===== src/rtl/dmem_arbiter_if.sv =====
// Bundle of the two requester ports and the single-port data-memory port
// shared by the data-memory arbiter.
interface dmem_arbiter_if #(
  parameter int AW = 10,
  parameter int DW = 32
);
  logic          a_req;
  logic          a_we;
  logic [AW-1:0] a_addr;
  logic [DW-1:0] a_wdata;
  logic          a_gnt;
  logic          a_rvalid;
  logic [DW-1:0] a_rdata;

  logic          b_req;
  logic          b_we;
  logic [AW-1:0] b_addr;
  logic [DW-1:0] b_wdata;
  logic          b_lock;
  logic          b_gnt;
  logic          b_rvalid;
  logic [DW-1:0] b_rdata;

  logic          m_en;
  logic          m_we;
  logic [AW-1:0] m_addr;
  logic [DW-1:0] m_wdata;
  logic [DW-1:0] m_rdata;

  modport slave (
    input  a_req, a_we, a_addr, a_wdata,
    output a_gnt, a_rvalid, a_rdata,
    input  b_req, b_we, b_addr, b_wdata, b_lock,
    output b_gnt, b_rvalid, b_rdata,
    output m_en, m_we, m_addr, m_wdata,
    input  m_rdata
  );

  modport master (
    output a_req, a_we, a_addr, a_wdata,
    input  a_gnt, a_rvalid, a_rdata,
    output b_req, b_we, b_addr, b_wdata, b_lock,
    input  b_gnt, b_rvalid, b_rdata,
    input  m_en, m_we, m_addr, m_wdata,
    output m_rdata
  );
endinterface


===== src/rtl/dmem_arbiter.sv =====
// Two-requester data-memory arbiter: alternating tie-break, B bus lock with a
// starvation guard for A, and one-cycle read-data return per requester.
//
// state  | meaning
// ARB    | normal arbitration, tie goes to the requester that did not win last
// LOCK_B | B holds the bus; A is blocked until lock drops or A has waited 16 cycles
module dmem_arbiter #(
  parameter int AW = 10,
  parameter int DW = 32
) (
  input logic          CLK,
  input logic          RSTn,
  dmem_arbiter_if.slave bus
);

  typedef enum logic {ARB, LOCK_B} state_t;

  state_t        state;
  logic          last_b;
  logic [4:0]    starve_cnt;
  logic          a_gnt_c;
  logic          b_gnt_c;
  logic          a_rvalid_q;
  logic          b_rvalid_q;
  logic [DW-1:0] a_rdata_q;
  logic [DW-1:0] b_rdata_q;
  logic          m_we_c;
  logic [AW-1:0] m_addr_c;
  logic [DW-1:0] m_wdata_c;

  // Grants are gated by RSTn so nothing reaches the memory while in reset.
  always_comb begin
    a_gnt_c = 1'b0;
    b_gnt_c = 1'b0;
    if (RSTn) begin
      if (state == LOCK_B) begin
        b_gnt_c = bus.b_req;
      end else if (bus.a_req && bus.b_req) begin
        a_gnt_c = last_b;
        b_gnt_c = ~last_b;
      end else begin
        a_gnt_c = bus.a_req;
        b_gnt_c = bus.b_req;
      end
    end
  end

  always_comb begin
    m_we_c    = 1'b0;
    m_addr_c  = '0;
    m_wdata_c = '0;
    if (a_gnt_c) begin
      m_we_c    = bus.a_we;
      m_addr_c  = bus.a_addr;
      m_wdata_c = bus.a_wdata;
    end else if (b_gnt_c) begin
      m_we_c    = bus.b_we;
      m_addr_c  = bus.b_addr;
      m_wdata_c = bus.b_wdata;
    end
  end

  assign bus.a_gnt    = a_gnt_c;
  assign bus.b_gnt    = b_gnt_c;
  assign bus.m_en     = a_gnt_c | b_gnt_c;
  assign bus.m_we     = m_we_c;
  assign bus.m_addr   = m_addr_c;
  assign bus.m_wdata  = m_wdata_c;
  assign bus.a_rvalid = a_rvalid_q;
  assign bus.b_rvalid = b_rvalid_q;
  // Memory data is live only in the return cycle; the held copy covers the rest.
  assign bus.a_rdata  = a_rvalid_q ? bus.m_rdata : a_rdata_q;
  assign bus.b_rdata  = b_rvalid_q ? bus.m_rdata : b_rdata_q;

  always_ff @(posedge CLK or negedge RSTn) begin
    if (!RSTn) begin
      state      <= ARB;
      last_b     <= 1'b1;
      starve_cnt <= '0;
      a_rvalid_q <= 1'b0;
      b_rvalid_q <= 1'b0;
      a_rdata_q  <= '0;
      b_rdata_q  <= '0;
    end else begin
      a_rvalid_q <= a_gnt_c & ~bus.a_we;
      b_rvalid_q <= b_gnt_c & ~bus.b_we;
      if (a_rvalid_q) a_rdata_q <= bus.m_rdata;
      if (b_rvalid_q) b_rdata_q <= bus.m_rdata;

      if (a_gnt_c) last_b <= 1'b0;
      if (b_gnt_c) last_b <= 1'b1;

      case (state)
        ARB: begin
          if (b_gnt_c && bus.b_lock) begin
            state      <= LOCK_B;
            starve_cnt <= '0;
          end
        end
        LOCK_B: begin
          if (!bus.b_lock) begin
            state <= ARB;
          end else if (bus.a_req) begin
            // 16th consecutive blocked cycle for A: break the lock, A wins next tie.
            if (starve_cnt == 5'd15) begin
              state  <= ARB;
              last_b <= 1'b1;
            end else begin
              starve_cnt <= starve_cnt + 5'd1;
            end
          end else begin
            starve_cnt <= '0;
          end
        end
        default: state <= ARB;
      endcase
    end
  end

endmodule


===== src/flat_wrapper.sv =====
// flat-port wrapper written by rule: the top's interface ports become plain ports
module dmem_arbiter_flat 
#(
  parameter int AW = 10,
  parameter int DW = 32
)
  (CLK, RSTn, bus_a_req, bus_a_we, bus_a_addr, bus_a_wdata, bus_a_gnt, bus_a_rvalid, bus_a_rdata, bus_b_req, bus_b_we, bus_b_addr, bus_b_wdata, bus_b_lock, bus_b_gnt, bus_b_rvalid, bus_b_rdata, bus_m_en, bus_m_we, bus_m_addr, bus_m_wdata, bus_m_rdata);
  dmem_arbiter_if #(.AW(AW), .DW(DW)) bus_i ();
  input logic CLK;
  input logic RSTn;
  input wire logic [$bits(bus_i.a_req)-1:0] bus_a_req;
  input wire logic [$bits(bus_i.a_we)-1:0] bus_a_we;
  input wire logic [$bits(bus_i.a_addr)-1:0] bus_a_addr;
  input wire logic [$bits(bus_i.a_wdata)-1:0] bus_a_wdata;
  output wire logic [$bits(bus_i.a_gnt)-1:0] bus_a_gnt;
  output wire logic [$bits(bus_i.a_rvalid)-1:0] bus_a_rvalid;
  output wire logic [$bits(bus_i.a_rdata)-1:0] bus_a_rdata;
  input wire logic [$bits(bus_i.b_req)-1:0] bus_b_req;
  input wire logic [$bits(bus_i.b_we)-1:0] bus_b_we;
  input wire logic [$bits(bus_i.b_addr)-1:0] bus_b_addr;
  input wire logic [$bits(bus_i.b_wdata)-1:0] bus_b_wdata;
  input wire logic [$bits(bus_i.b_lock)-1:0] bus_b_lock;
  output wire logic [$bits(bus_i.b_gnt)-1:0] bus_b_gnt;
  output wire logic [$bits(bus_i.b_rvalid)-1:0] bus_b_rvalid;
  output wire logic [$bits(bus_i.b_rdata)-1:0] bus_b_rdata;
  output wire logic [$bits(bus_i.m_en)-1:0] bus_m_en;
  output wire logic [$bits(bus_i.m_we)-1:0] bus_m_we;
  output wire logic [$bits(bus_i.m_addr)-1:0] bus_m_addr;
  output wire logic [$bits(bus_i.m_wdata)-1:0] bus_m_wdata;
  input wire logic [$bits(bus_i.m_rdata)-1:0] bus_m_rdata;
  assign bus_i.a_req = bus_a_req;
  assign bus_i.a_we = bus_a_we;
  assign bus_i.a_addr = bus_a_addr;
  assign bus_i.a_wdata = bus_a_wdata;
  assign bus_a_gnt = bus_i.a_gnt;
  assign bus_a_rvalid = bus_i.a_rvalid;
  assign bus_a_rdata = bus_i.a_rdata;
  assign bus_i.b_req = bus_b_req;
  assign bus_i.b_we = bus_b_we;
  assign bus_i.b_addr = bus_b_addr;
  assign bus_i.b_wdata = bus_b_wdata;
  assign bus_i.b_lock = bus_b_lock;
  assign bus_b_gnt = bus_i.b_gnt;
  assign bus_b_rvalid = bus_i.b_rvalid;
  assign bus_b_rdata = bus_i.b_rdata;
  assign bus_m_en = bus_i.m_en;
  assign bus_m_we = bus_i.m_we;
  assign bus_m_addr = bus_i.m_addr;
  assign bus_m_wdata = bus_i.m_wdata;
  assign bus_i.m_rdata = bus_m_rdata;
  dmem_arbiter #(.AW(AW), .DW(DW)) u_core (.CLK(CLK), .RSTn(RSTn), .bus(bus_i));
endmodule

===== config.mk =====
export PLATFORM = sky130hd
export DESIGN_NAME = dmem_arbiter_flat
export DESIGN_NICKNAME = d
export VERILOG_FILES = /design/src/rtl/dmem_arbiter_if.sv /design/src/rtl/dmem_arbiter.sv /design/src/flat_wrapper.sv
export SDC_FILE = /design/constraint.sdc
export NUM_CORES = 1
export LEC_CHECK = 0
export CAP_MARGIN = 20
export CORE_MARGIN = 3
export CORE_UTILIZATION = 36
export DETAILED_ROUTE_END_ITERATION = 8
export GPL_TIMING_DRIVEN = 0
export PLACE_DENSITY_LB_ADDON = 0.15
export SLEW_MARGIN = 10
export SYNTH_ARGS = -nofsm -noshare
export SYNTH_HDL_FRONTEND = slang
export SYNTH_SLANG_ARGS = --single-unit

===== constraint.sdc =====
create_clock -name CLK -period 1.9 [get_ports CLK]
set_input_delay 0.285 -clock CLK [delete_from_list [all_inputs] [get_ports CLK]]
set_output_delay 0.285 -clock CLK [all_outputs]
set_load 0.02 [all_outputs]

# Yosys cells after proc, flatten, opt, wreduce, memory -nomap -nowiden

Cells that the tools add are included.

$add $sub $neg: 1
Equal/unequal tests: 4
Mux-type cells: 30
Bitwise gates (word level): 7
Reductions and logical operators: 3

Operators with widths:

| operator              | number |
|---|---|
| $mux W32              | 4 |
| $mux W10              | 2 |
| $mux W5               | 4 |
| $mux W1               | 18 |
| $pmux W5 S2           | 1 |
| $add A5 B1 Y5 const B | 1 |
| $eq A5 B4 Y1 const B  | 1 |
| $not A1 Y1            | 4 |
| $ne A3 B3 Y1 const B  | 1 |
| $reduce_and A3 Y1     | 1 |
| $and A1 B1 Y1         | 2 |
| $logic_and A1 B1 Y1   | 2 |
| $ne A2 B1 Y1 const B  | 1 |
| $ne A2 B2 Y1 const B  | 1 |
| $pmux W1 S2           | 1 |
| $or A1 B1 Y1          | 1 |

Flip-flop bits (word level): 73
Input bits: 123
Output and inout port bits: 112
Logic and storage cells: 52

# Logic depth before layout (Yosys ltp)

Depth after elaboration: 10
Mapped depth: 6
Depth with buffers taken out: 6

# Worst setup path after synthesis

No wires, ideal clock.

Path kind: flip-flop to output port
Start point: register u_core.last_b
End point: output bus_m_wdata[23]
Arrival: 1.398 ns
Setup slack: 0.217 ns
Stages on the path, launching flop included: 7
Path through: dfstp_2 -> buf_6 -> nand2b_1 -> and3_4 -> buf_12 -> buf_12 -> a22o_1

RTL lines:

| element                | RTL line           | text |
|---|---|---|
| from (decl)            | dmem_arbiter.sv:19 | `logic last_b;` |
| from (signal assigned) | dmem_arbiter.sv:78 | `last_b <= 1'b1;` |
| from (signal assigned) | dmem_arbiter.sv:90 | `if (a_gnt_c) last_b <= 1'b0;` |
| from (signal assigned) | dmem_arbiter.sv:91 | `if (b_gnt_c) last_b <= 1'b1;` |
| $mux W1                | dmem_arbiter.sv:38 | `end else if (bus.a_req && bus.b_req) begin` |
| $mux W1                | dmem_arbiter.sv:36 | `if (state == LOCK_B) begin` |
| $mux W1                | dmem_arbiter.sv:35 | `if (RSTn) begin` |
| net bus_a_gnt          | flat_wrapper.sv:15 | `output wire logic [$bits(bus_i.a_gnt)-1:0] bus_a_gnt;` |
| $mux W32               | dmem_arbiter.sv:52 | `if (a_gnt_c) begin` |
| to (decl)              | flat_wrapper.sv:29 | `output wire logic [$bits(bus_i.m_wdata)-1:0] bus_m_wdata;` |

The timed path passes the listed nets, and every way through them passes these cells.

# Final worst setup path

Start point: register u_core.last_b
End point: output bus_m_wdata[28]

Longest elaborated chain between the ends: 6

RTL lines:

| element    | RTL line           | text |
|---|---|---|
| $not A1 Y1 | dmem_arbiter.sv:40 | `b_gnt_c = ~last_b;` |
| $mux W1    | dmem_arbiter.sv:38 |  |
| $mux W1    | dmem_arbiter.sv:36 |  |
| $mux W1    | dmem_arbiter.sv:35 |  |
| $mux W32   | dmem_arbiter.sv:56 | `end else if (b_gnt_c) begin` |
| $mux W32 * | dmem_arbiter.sv:52 |  |

Mark *: on every way between the ends. The rest lies on a longest branch, timed or not.

==> key figures <==
Run status
  – Outcome: finished, violations left
  – Failing checks: setup timing

Placement
  – RePlAce Congestion: 0.864
  – DP Worst Slack: -1.03 ns
  – HPWL after DPL: 9190 um
  – Placed cell count: 614
  – I/O Buffers: 233

STA
  – Worst Tran Pin Value: 0.679 ns
  – Fin crit period: 2.05 ns
  – Clock Skew: 0.00991 ns
  – Max-Slew Margin vs Limit: 54.6%
  – Fmax: 0.487 GHz
  – Final WS setup: -0.153 ns
  – Fin. Hold Viols: 0
  – Final period util: 108%
  – Total negative slack: -5.43 ns
  – Final slew viol count: 0
  – # setup viols final: 48
  – RSZ-0062 raised after global routing: true

Finish
  – Fin cells: 661
  – Share of layout cells above drive strength 1: 46.4%
  – Fin nets: 652
  – N_diodes: 0
  – Fill count: 688
  – Layout area overhead: 91.3%

Power
  – Leakage power of the design: 2.98 nW
  – P per Cell Area: 1020 mW/mm^2
  – VDD IR max: 0.653 mV

Logic synthesis
  – Warnings from Yosys: 0
  – Ys async rst share: 100%
  – Yosys top cell area share: 52.2%
  – Sequential fraction of the synthesis area: 53.0%
  – EDFF count, synth: 0
  – Mean Syn Cell Area: 13.7 sq um
  – Yosys reg bits: 73
  – Post-synth cell types: 36
  – Mapped Nets: 376
  – Top-count cell post-synth: dfrtp_1
  – Syn Inst Count: 251
  – Synth top cells by count: dfrtp_1 (72), mux2_2 (61), a22o_1 (42), buf_2 (11), nand2_1 (6)
  – Area leader, netlist: dfrtp_1
  – Top area cells in the synthesized netlist: dfrtp_1 (52%), mux2_2 (20%), a22o_1 (11%), buf_12 (2.9%), buf_2 (1.6%)
  – Prevailing post-synth register cell: dfrtp_1
  – Mapped cell area: 0.00345 sq mm

Worst setup path
  – Crit path buffers/inverters: 3
  – Worst endpoint data arrival time: 1.77 ns
  – Slowest cell delay on critical path: 0.54 ns
  – R2R setup slack: 0.13 ns
  – Type of origin of the critical path: flip-flop
  – Crit path kind: flip-flop to output pin
  – CP most frequent cell: buf_12
  – Required @ worst endpoint: 1.62 ns
  – CP cell instances: nand2b_4 > and3_4 > buf_12 > buf_12 > a22o_1 > buf_6
  – Slowest-stage cell, CP: dfstp_2
  – Top cell family by delay on the critical path: flip-flops
  – Crit end category: output pin
  – Max FO, Critical Path: 10

Run
  – Maximum Capacitance Violations: 0

Clock network
  – CTS tree: yes
  – CTS sink cnt: 73
  – Maximum clock insertion buffer count: 2
  – Clk pin slew, worst setup/hold paths: 0.07 ns
  – CTS root buffer: clkbuf_8
  – Clk_lat worst skew: 0.34 ns
  – CTS buffer count: 9
  – H-tree Lvls: 3

Die
  – CORE AREA: 0.00928 sq mm
  – Chip height: 104 um
  – Die width: 104 um
  – Site row count: 35
  – Full die area: 0.0108 sq mm
  – Initial Util: 37.2%
  – I/O pins: 235

Routing
  – Pre-antenna DRT Iters: 4
  – Post-route ant nets: 0
  – Routed WL: 12700 um
  – DR WL/cell: 19.3 um
  – Initial DRC count: 102
  – Vias per inst: 4.86
  – Drt drc: 0
  – DR vias: 3215

Global route
  – GRT Total Usage: 22.8%
  – Largest net degree at the start of global routing: 38
  – Total gr overflow: 0
  – Initial antenna violation count: 0
  – First-pass GRT wire length: 19400 um
  – Vias in the first global route: 3400

Hold path
  – HP Class: input port to flip-flop
[state kept, by name, summed over array words and instances (netlist names)]
name / count
u_core.starve_cnt: 5
u_core.state: 1
u_core.bus.b_rvalid: 1
u_core.b_rdata_q: 32
u_core.bus.a_rvalid: 1
u_core.a_rdata_q: 32
u_core.last_b: 1
[worst register-to-register path: cells and delay by family (launching register included)]
kind                     cells  cell delay [ns]
adder cells (fa/ha/maj)      2             0.46
multiplexers                 1             0.29
AND/OR/NAND/NOR              2             0.39
AO/OA/AOI/OAI                1             0.09
flip-flops                   1             0.42
[cell families (layout without fill, tap and decap cells)]
| group | count (synthesis) | count (layout) | synth area share, % |
|---|---|---|---|
| AO/OA/AOI/OAI | 60 | 60 | 14.5 |
| adder cells (fa/ha/maj) | 2 | 2 | 0.725 |
| buffers and inverters | 26 | 307 | 5.91 |
| flip-flops | 73 | 73 | 53.0 |
| multiplexers | 65 | 65 | 21.2 |
| AND/OR/NAND/NOR | 25 | 25 | 4.61 |
[cell type report]
type | instances | area [sq um] | share of cell area (%)
Buffer | 17 | 244 | 3.70
Clock buffer | 10 | 128 | 1.93
Clock inverter | 6 | 138 | 2.09
Inverter | 5 | 18.8 | 0.284
Multi-Input combinational cell | 152 | 1470 | 22.3
Sequential cell | 73 | 1830 | 27.7
Tap cell | 129 | 161 | 2.45
Timing Repair Buffer | 269 | 2610 | 39.5
[cell usage in the layout (no fill, tap or decap), drive strengths merged, types with 2 or more instances in the layout]
master           n
nand4b           2
buf            133
nand2b           2
nor2b            5
a31oi            2
dlygate4sd2      4
o311ai           3
bufinv           4
clkdlybuf4s50  120
ha               2
nand3            3
dfrtp           72
a22o            42
mux2            65
a41oi            3
dlygate4sd3      4
inv              6
clkbuf          34
and3             4
o21ai            2
nand2            6
a21oi            3
[repair_timing]
action                     4_1_cts  5_1_grt
hold buffers                     6        0
cloned                           1        5
buffers inserted                 7       16
hold endpoints to repair        37        0
gates resized for setup        438      145
pin swaps                       10       12
setup endpoints to repair      110       97
[where the power goes]
part	internal (mW)	total [mW]	switching (mW)
registers	2.02	2.18	0.161
clock network	1.01	1.58	0.566
logic	1.47	2.97	1.50
[layer usage]
metal  GRT usage, %  vias up  part of all wire (%)
li1               -     1493                     -
met1           29.6     1584                    43
met2           37.6      128                    50
met5              0        -                     0
met3           7.70       10                   6.2
met4           4.08        0                   1.0
[path summary, 6_finish.rpt]
check | start | end | cells after the start
max | u_core.last_b | bus_m_wdata[28] | 6
min | RSTn | u_core.last_b | 5
max reg2reg | u_core.starve_cnt[1] | u_core.starve_cnt[3] | 6
min reg2reg | u_core.b_rdata_q[6] | u_core.b_rdata_q[6] | 1
max in group asynchronous | RSTn | u_core.bus.b_rvalid | 3
min in group asynchronous | RSTn | u_core.a_rdata_q[9] | 4
[through the flow]
step	total power [mW]	util, %	area [sq um]	hold WS, ns
final	6.73	71.1	6600	0.357
after floorplan	3.70	-	3450	-0.0106
after detailed placement	5.23	64.2	5960	0.282
after global routing	7.07	71.1	6600	0.364
after global placement	5.15	64.0	5940	0.467
after CTS	6.68	69.7	6470	0.331
(Power assumes the default switching activity.)
==> RTL edit 1 (same flow settings) <==
Make the reset (`RSTn`) synchronous in one clocked block.
--- a/src/rtl/dmem_arbiter.sv
+++ b/src/rtl/dmem_arbiter.sv
@@ -72,7 +72,7 @@
   assign bus.a_rdata  = a_rvalid_q ? bus.m_rdata : a_rdata_q;
   assign bus.b_rdata  = b_rvalid_q ? bus.m_rdata : b_rdata_q;
 
-  always_ff @(posedge CLK or negedge RSTn) begin
+  always_ff @(posedge CLK) begin
     if (!RSTn) begin
       state      <= ARB;
       last_b     <= 1'b1;
Function: differs if RSTn is asserted again (counterexample within 4 cycles, from zero or initial values and one cycle with RSTn low); with RSTn held inactive, the same outputs for 10 cycles.
==> RTL edit 1 against the unedited design <==
- the flow still finishes with violations (setup timing)
- die area fell by 0.28%
- setup slack got worse by 47 ps
- critical path depth rose by 1
- sequential cell count did not move
- register-to-register slack improved by 40 ps
- wire length fell by 0.55%
- synthesized area fell by 0.29%
- design area fell by 5.3%
- critical endpoint is now bus_m_wdata[7]
- largest cell class unchanged
- highest routed layer unchanged
Power is not compared: it rests on default switching activity, and its combinational part moved more than twofold at a synthesized area within 25%.
==> RTL edit 1: results (changes against the unedited design) <==
| Metric | Value |
|---|---|
| Pre-CTS setup slack | -942.7 ps (+87.37 ps) |
| Initial detailed-routing violation count | 134 (+31%) |
| Largest net degree at the start of global routing | 14 (-63%) |
| Crit-path slowest cell | dfxtp_2 |
| Int Pwr | approximately 2.9 mW |
| Primary FF master, synth | dfxtp_1 |
| Critical path's top delay family | simple AND/OR/NAND/NOR gates |
| Layout cell share with drive strength beyond 1 | 27.19% (-19 points) |
| CP Data Arrival Time | 1810 ps (+40 ps) |
| First-pass GRT wire length | 19650 um (+1.3%) |
| Largest cells by area after synthesis | dfxtp_1 42%, mux2_1 18%, and2_1 12% |
| Setup_tns | -7228 ps (-1795 ps) |
| Total Routing Usage GR | 23.24% (+0.44 points) |
| Grt met3 use | 7.850% (+0.15 points) |
| Met2 usage | 41.21% (+3.6 points) |
| Post-synthesis compound-gate area fraction | 14.04% (-0.50 points) |
| Final setup viols | 45 (-6.3%) |
| RePlAce Congestion | 0.8342 (-3.4%) |
| DP HPWL | 9848 um (+7.2%) |
| Drt pass-1 iters | 4 (unchanged) |
| Tightest Pin Transition | 387.4 ps (-291.4 ps) |
| Port bufs | 234 (+0.43%) |
| Root Driver | clkbuf_8 |
| Cell Count, Final, Fillers Out | 700 (+5.9%) |
| Hold Crit Class | flop to flop |
| WL met3 | 1031 um (+30%) |
| Status | finished, violations left |
| Met1 WL | 4856 um (-11%) |
| Filler instances | 796 (+16%) |
| Synth cell types | 33 (-8.3%) |
| Mux contribution to synthesized area | 20.95% (-0.27 points) |
| WL per Instance | 18.08 um (-6.1%) |
| Worst Skew | 10.84 ps (+0.9325 ps) |
| Synth Net Count | 438 (+16%) |
| Via density | 4.766 (-2.0%) |
| Final Worst Setup Slack | -200.0 ps (-47.30 ps) |
| Nets | 690 (+5.8%) |
| Violated checks | setup timing |
| GR Util met1 | 26.02% (-3.6 points) |
| Worst-Skew Late Latency | 330 ps |
| Placed inst area | 0.005943 sq mm (-0.29%) |
| Adder-cell share of the synthesized area | 0.7275% (+0.0021 points) |
| Vias in the first global route | 3503 (+3.0%) |
| Synth Area per Inst | 10.99 sq um (-20%) |
| Placed Cells | 676 (+10%) |
| Cts bufs inserted | 9 (unchanged) |
| H-tree depth | 3 (unchanged) |
| Post-synth top area share | 42.49% (-9.7 points) |
| Initial antenna violation count | 1 (+1) |
| Commonest cells in the netlist | 73 x dfxtp_1, 65 x and2_1, 54 x mux2_1 |
| Async SR Flop Fraction | 0% (-100 points) |
| Utilization after layout | 67.28% (-3.8 points) |
| Met2 WL post-DR | 6501 um (+2.7%) |
| Sequential area share after synthesis | 42.49% (-11 points) |
| Post-Synth XOR/XNOR Area | 0% (unchanged) |
| Critical Path Max Stage Delay | 320 ps (-220 ps) |
RTL edit 1: cell count changes after synthesis, moves of 3 or more:
cell / before / now
a41oi_1: 3 / 0
nand2_1: 6 / 3
dfxtp_1: 0 / 73
nor2_1: 0 / 5
o311ai_1: 3 / 0
clkbuf_1: 3 / 9
mux2_2: 61 / 10
mux2_1: 4 / 54
and2_1: 1 / 65
dfrtp_1: 72 / 0
RTL edit 1: repair_timing:
action	4_1_cts	5_1_grt
setup buffers	3	5
gates resized for setup	385	105
pin swaps	6	10
gates cloned	1	0
endpoints found under the setup margin	110	107
hold buffers	0	0
RTL edit 1: final timing paths:
path	from	end	slack [ps]	cells past startpoint
setup reg to reg	u_core.starve_cnt[0]	u_core.starve_cnt[3]	170	6
hold reg to reg	u_core.starve_cnt[3]	u_core.starve_cnt[3]	470	1
hold / removal	u_core.starve_cnt[3]	u_core.starve_cnt[3]	470	1
setup / recovery	u_core.state	bus_m_wdata[7]	-200	7
RTL edit 1: cell type report:
class                      instances  area, sq um  share of cell area (%)
antenna                            1        2.502                 0.04006
buffer                            23        276.5                   4.427
clock buffer                      10        127.6                   2.043
clock inverter                     6        90.09                   1.442
inverter                           4        20.02                  0.3205
multi-input combinational        211         1826                   29.23
sequential                        73         1470                   23.54
tap                              129        161.4                   2.584
timing repair buffer             243         2272                   36.38
RTL edit 1: power by group through the flow:
stage / Clock [mW] / Combinational [mW] / Sequential (mW)
after floorplan: 0 / 0.460 / 1.62
after global placement: 0 / 1.07 / 1.62
after detailed placement: 0 / 1.08 / 1.62
after CTS: 1.37 / 1.07 / 1.59
after global routing: 1.44 / 1.16 / 1.59
final: 1.34 / 1.09 / 1.59
==> RTL edit 2 (config.mk and constraints unchanged) <==
Made on the original files. `AW` is set to 10 in 3 places; all go to 8.
--- a/src/rtl/dmem_arbiter_if.sv
+++ b/src/rtl/dmem_arbiter_if.sv
@@ -1,7 +1,7 @@
 // Bundle of the two requester ports and the single-port data-memory port
 // shared by the data-memory arbiter.
 interface dmem_arbiter_if #(
-  parameter int AW = 10,
+  parameter int AW = 8,
   parameter int DW = 32
 );
   logic          a_req;
--- a/src/rtl/dmem_arbiter.sv
+++ b/src/rtl/dmem_arbiter.sv
@@ -5,7 +5,7 @@
 // ARB    | normal arbitration, tie goes to the requester that did not win last
 // LOCK_B | B holds the bus; A is blocked until lock drops or A has waited 16 cycles
 module dmem_arbiter #(
-  parameter int AW = 10,
+  parameter int AW = 8,
   parameter int DW = 32
 ) (
   input logic          CLK,
--- a/src/flat_wrapper.sv
+++ b/src/flat_wrapper.sv
@@ -1,7 +1,7 @@
 // flat-port wrapper written by rule: the top's interface ports become plain ports
 module dmem_arbiter_flat 
 #(
-  parameter int AW = 10,
+  parameter int AW = 8,
   parameter int DW = 32
 )
   (CLK, RSTn, bus_a_req, bus_a_we, bus_a_addr, bus_a_wdata, bus_a_gnt, bus_a_rvalid, bus_a_rdata, bus_b_req, bus_b_we, bus_b_addr, bus_b_wdata, bus_b_lock, bus_b_gnt, bus_b_rvalid, bus_b_rdata, bus_m_en, bus_m_we, bus_m_addr, bus_m_wdata, bus_m_rdata);
Interface: changed (resized bus_a_addr, bus_b_addr and bus_m_addr); port bits go from 235 to 229. The function was not compared with the original's and may differ.
==> RTL edit 2 against the unedited design <==
- the flow still finishes with violations (setup timing)
- clock power decreased by 33%
- global-route usage decreased by 2.4 points
- sequential cell count unchanged
- setup slack improved by 1.2 ps
- wire length decreased by 9.5%
- power decreased by 10%
- combinational power decreased by 6.7%
- synthesized cell count decreased by 3.2%
- synthesized area decreased by 2.9%
- design area decreased by 7.0%
- critical endpoint is now bus_m_wdata[29]
- largest cell class unchanged
- highest routed layer unchanged
==> RTL edit 2: results (changes against the unedited design) <==
| Metric | Value |
|---|---|
| First-pass GRT wire length | 16640 um (-14%) |
| Final setup viols | 43 (-10%) |
| WL final | 11520 um (-9.5%) |
| Reg-to-reg endpoint | u_core.starve_cnt[3] |
| Final Worst Setup Slack | -151.5 ps (+1.166 ps) |
| WL met3 | 647 um (-18%) |
| Largest cells by area after synthesis | dfrtp_1 54%, mux2_2 21%, a22o_1 11% |
| Synth Area per Inst | 13.78 sq um (+0.26%) |
| Status | finished, violations left |
| Placed Cells | 579 (-5.7%) |
| Vias in the first global route | 3202 (-5.8%) |
| Layout cell share with drive strength beyond 1 | 45.38% (-1.0 points) |
| Leakage | 2.755 nW (-7.6%) |
| Cell Count, Final, Fillers Out | 617 (-6.7%) |
| Synth Net Count | 364 (-3.2%) |
| Uppermost routed layer | met4 |
| DP HPWL | 8409 um (-8.5%) |
| Met2 WL post-DR | 5969 um (-5.7%) |
| Violated checks | setup timing |
| RePlAce Congestion | 0.8161 (-5.5%) |
| Setup_tns | -4900 ps (+533.9 ps) |
| Commonest cells in the netlist | 72 x dfrtp_1, 61 x mux2_2, 41 x a22o_1 |
| Total Routing Usage GR | 20.38% (-2.4 points) |
| Filler instances | 714 (+3.8%) |
| Vias | 3028 (-5.8%) |
| Worst Skew | 12.71 ps (+2.802 ps) |
| VDD IR-drop max | 0.6710 mV (+2.7%) |
| Synth cell types | 31 (-14%) |
| Hold Crit Class | input port to async pin |
| Int Pwr | 3.819 mW (-15%) |
| Nets | 625 (-4.1%) |
| Largest net degree at the start of global routing | 27 (-29%) |
| Port bufs | 227 (-2.6%) |
| Met1 WL | 4863 um (-11%) |
| CP Data Arrival Time | 1770 ps (about the same) |
| Sequential area share after synthesis | 54.60% (+1.6 points) |
| Slew headroom | 72.43% (+18 points) |
| Initial detailed-routing violation count | 82 (-20%) |
==> RTL edit 2: cell type report <==
class | instances | area, sq um | area share (%)
sequential | 73 | 1831 | 29.84
inverter | 4 | 15.01 | 0.2447
buffer | 17 | 217.7 | 3.549
clock inverter | 6 | 42.54 | 0.6935
tap | 108 | 135.1 | 2.203
timing repair buffer | 251 | 2357 | 38.43
multi-input combinational | 148 | 1409 | 22.97
clock buffer | 10 | 127.6 | 2.080
==> RTL edit 2: power groups by stage <==
| stage | clock network, mW | logic [mW] | registers [mW] |
|---|---|---|---|
| 3_5_place_dp | 0 | 3.01 | 2.24 |
| 5_1_grt | 1.16 | 2.96 | 2.27 |
| 2_1_floorplan | 0 | 1.55 | 2.18 |
| 6_report | 1.06 | 2.77 | 2.21 |
| 3_3_place_gp | 0 | 2.95 | 2.21 |
| 4_1_cts | 1.10 | 2.75 | 2.21 |
==> RTL edit 2: worst max path at each step <==
| stage | from | endpoint | slack, ps | depth (start not counted) |
|---|---|---|---|---|
| 2_1_floorplan | u_core.last_b | bus_m_wdata[22] | 240 | 4 |
| 3_3_place_gp | RSTn | bus_m_wdata[18] | -3710 | 6 |
| 3_5_place_dp | RSTn | bus_m_wdata[14] | -870 | 7 |
| 4_1_cts | u_core.last_b | bus_m_wdata[20] | -270 | 7 |
| 5_1_grt | u_core.last_b | bus_m_wdata[29] | -230 | 7 |
| 6_report | u_core.last_b | bus_m_wdata[29] | -150 | 7 |
==> RTL edit 2: repair_timing <==
action,4_1_cts,5_1_grt
setup endpoints to repair,108,102
gates cloned,3,6
endpoints found under the hold margin,26,0
hold buffers,4,0
pin swaps,18,9
setup buffers,5,6
gates resized for setup,405,123
==> RTL edit 2: metrics by stage <==
| stage | worst slack [ps] | util, % | area [sq um] | hold slack (ps) |
|---|---|---|---|---|
| after floorplan | 236.0 | - | 3348 | -10.59 |
| after global placement | -3710 | 64.73 | 5756 | 464.7 |
| after detailed placement | -869.3 | 65.02 | 5781 | 225.4 |
| after CTS | -266.0 | 67.08 | 5964 | 2.302 |
| after global routing | -229.6 | 69.00 | 6135 | 7.527 |
| final | -151.5 | 69.00 | 6135 | 25.22 |
==> RTL edit 2: cells by family after synthesis <==
family	synth area share [%]
adders and majority gates	0.7473
AOI/OAI and AO/OA	14.16
buffers and inverters	4.110
muxes	21.86
and+or+nand+nor	4.522
DFF	54.60
==> RTL edit 2: routing by layer <==
layer,vias to the layer above,GRT usage [%]
met4,0,3.633
met1,1484,26.52
li1,1439,-
met5,-,0
met2,101,34.51
met3,4,5.461
==> RTL edit 2: worst max-delay path: stages, from the launching register on <==
cell,delay [ps]
dfstp_2,560
buf_6,110
nor2b_4,40
nor3_4,110
buf_6,180
buf_8,140
a22o_1,160
buf_6,130
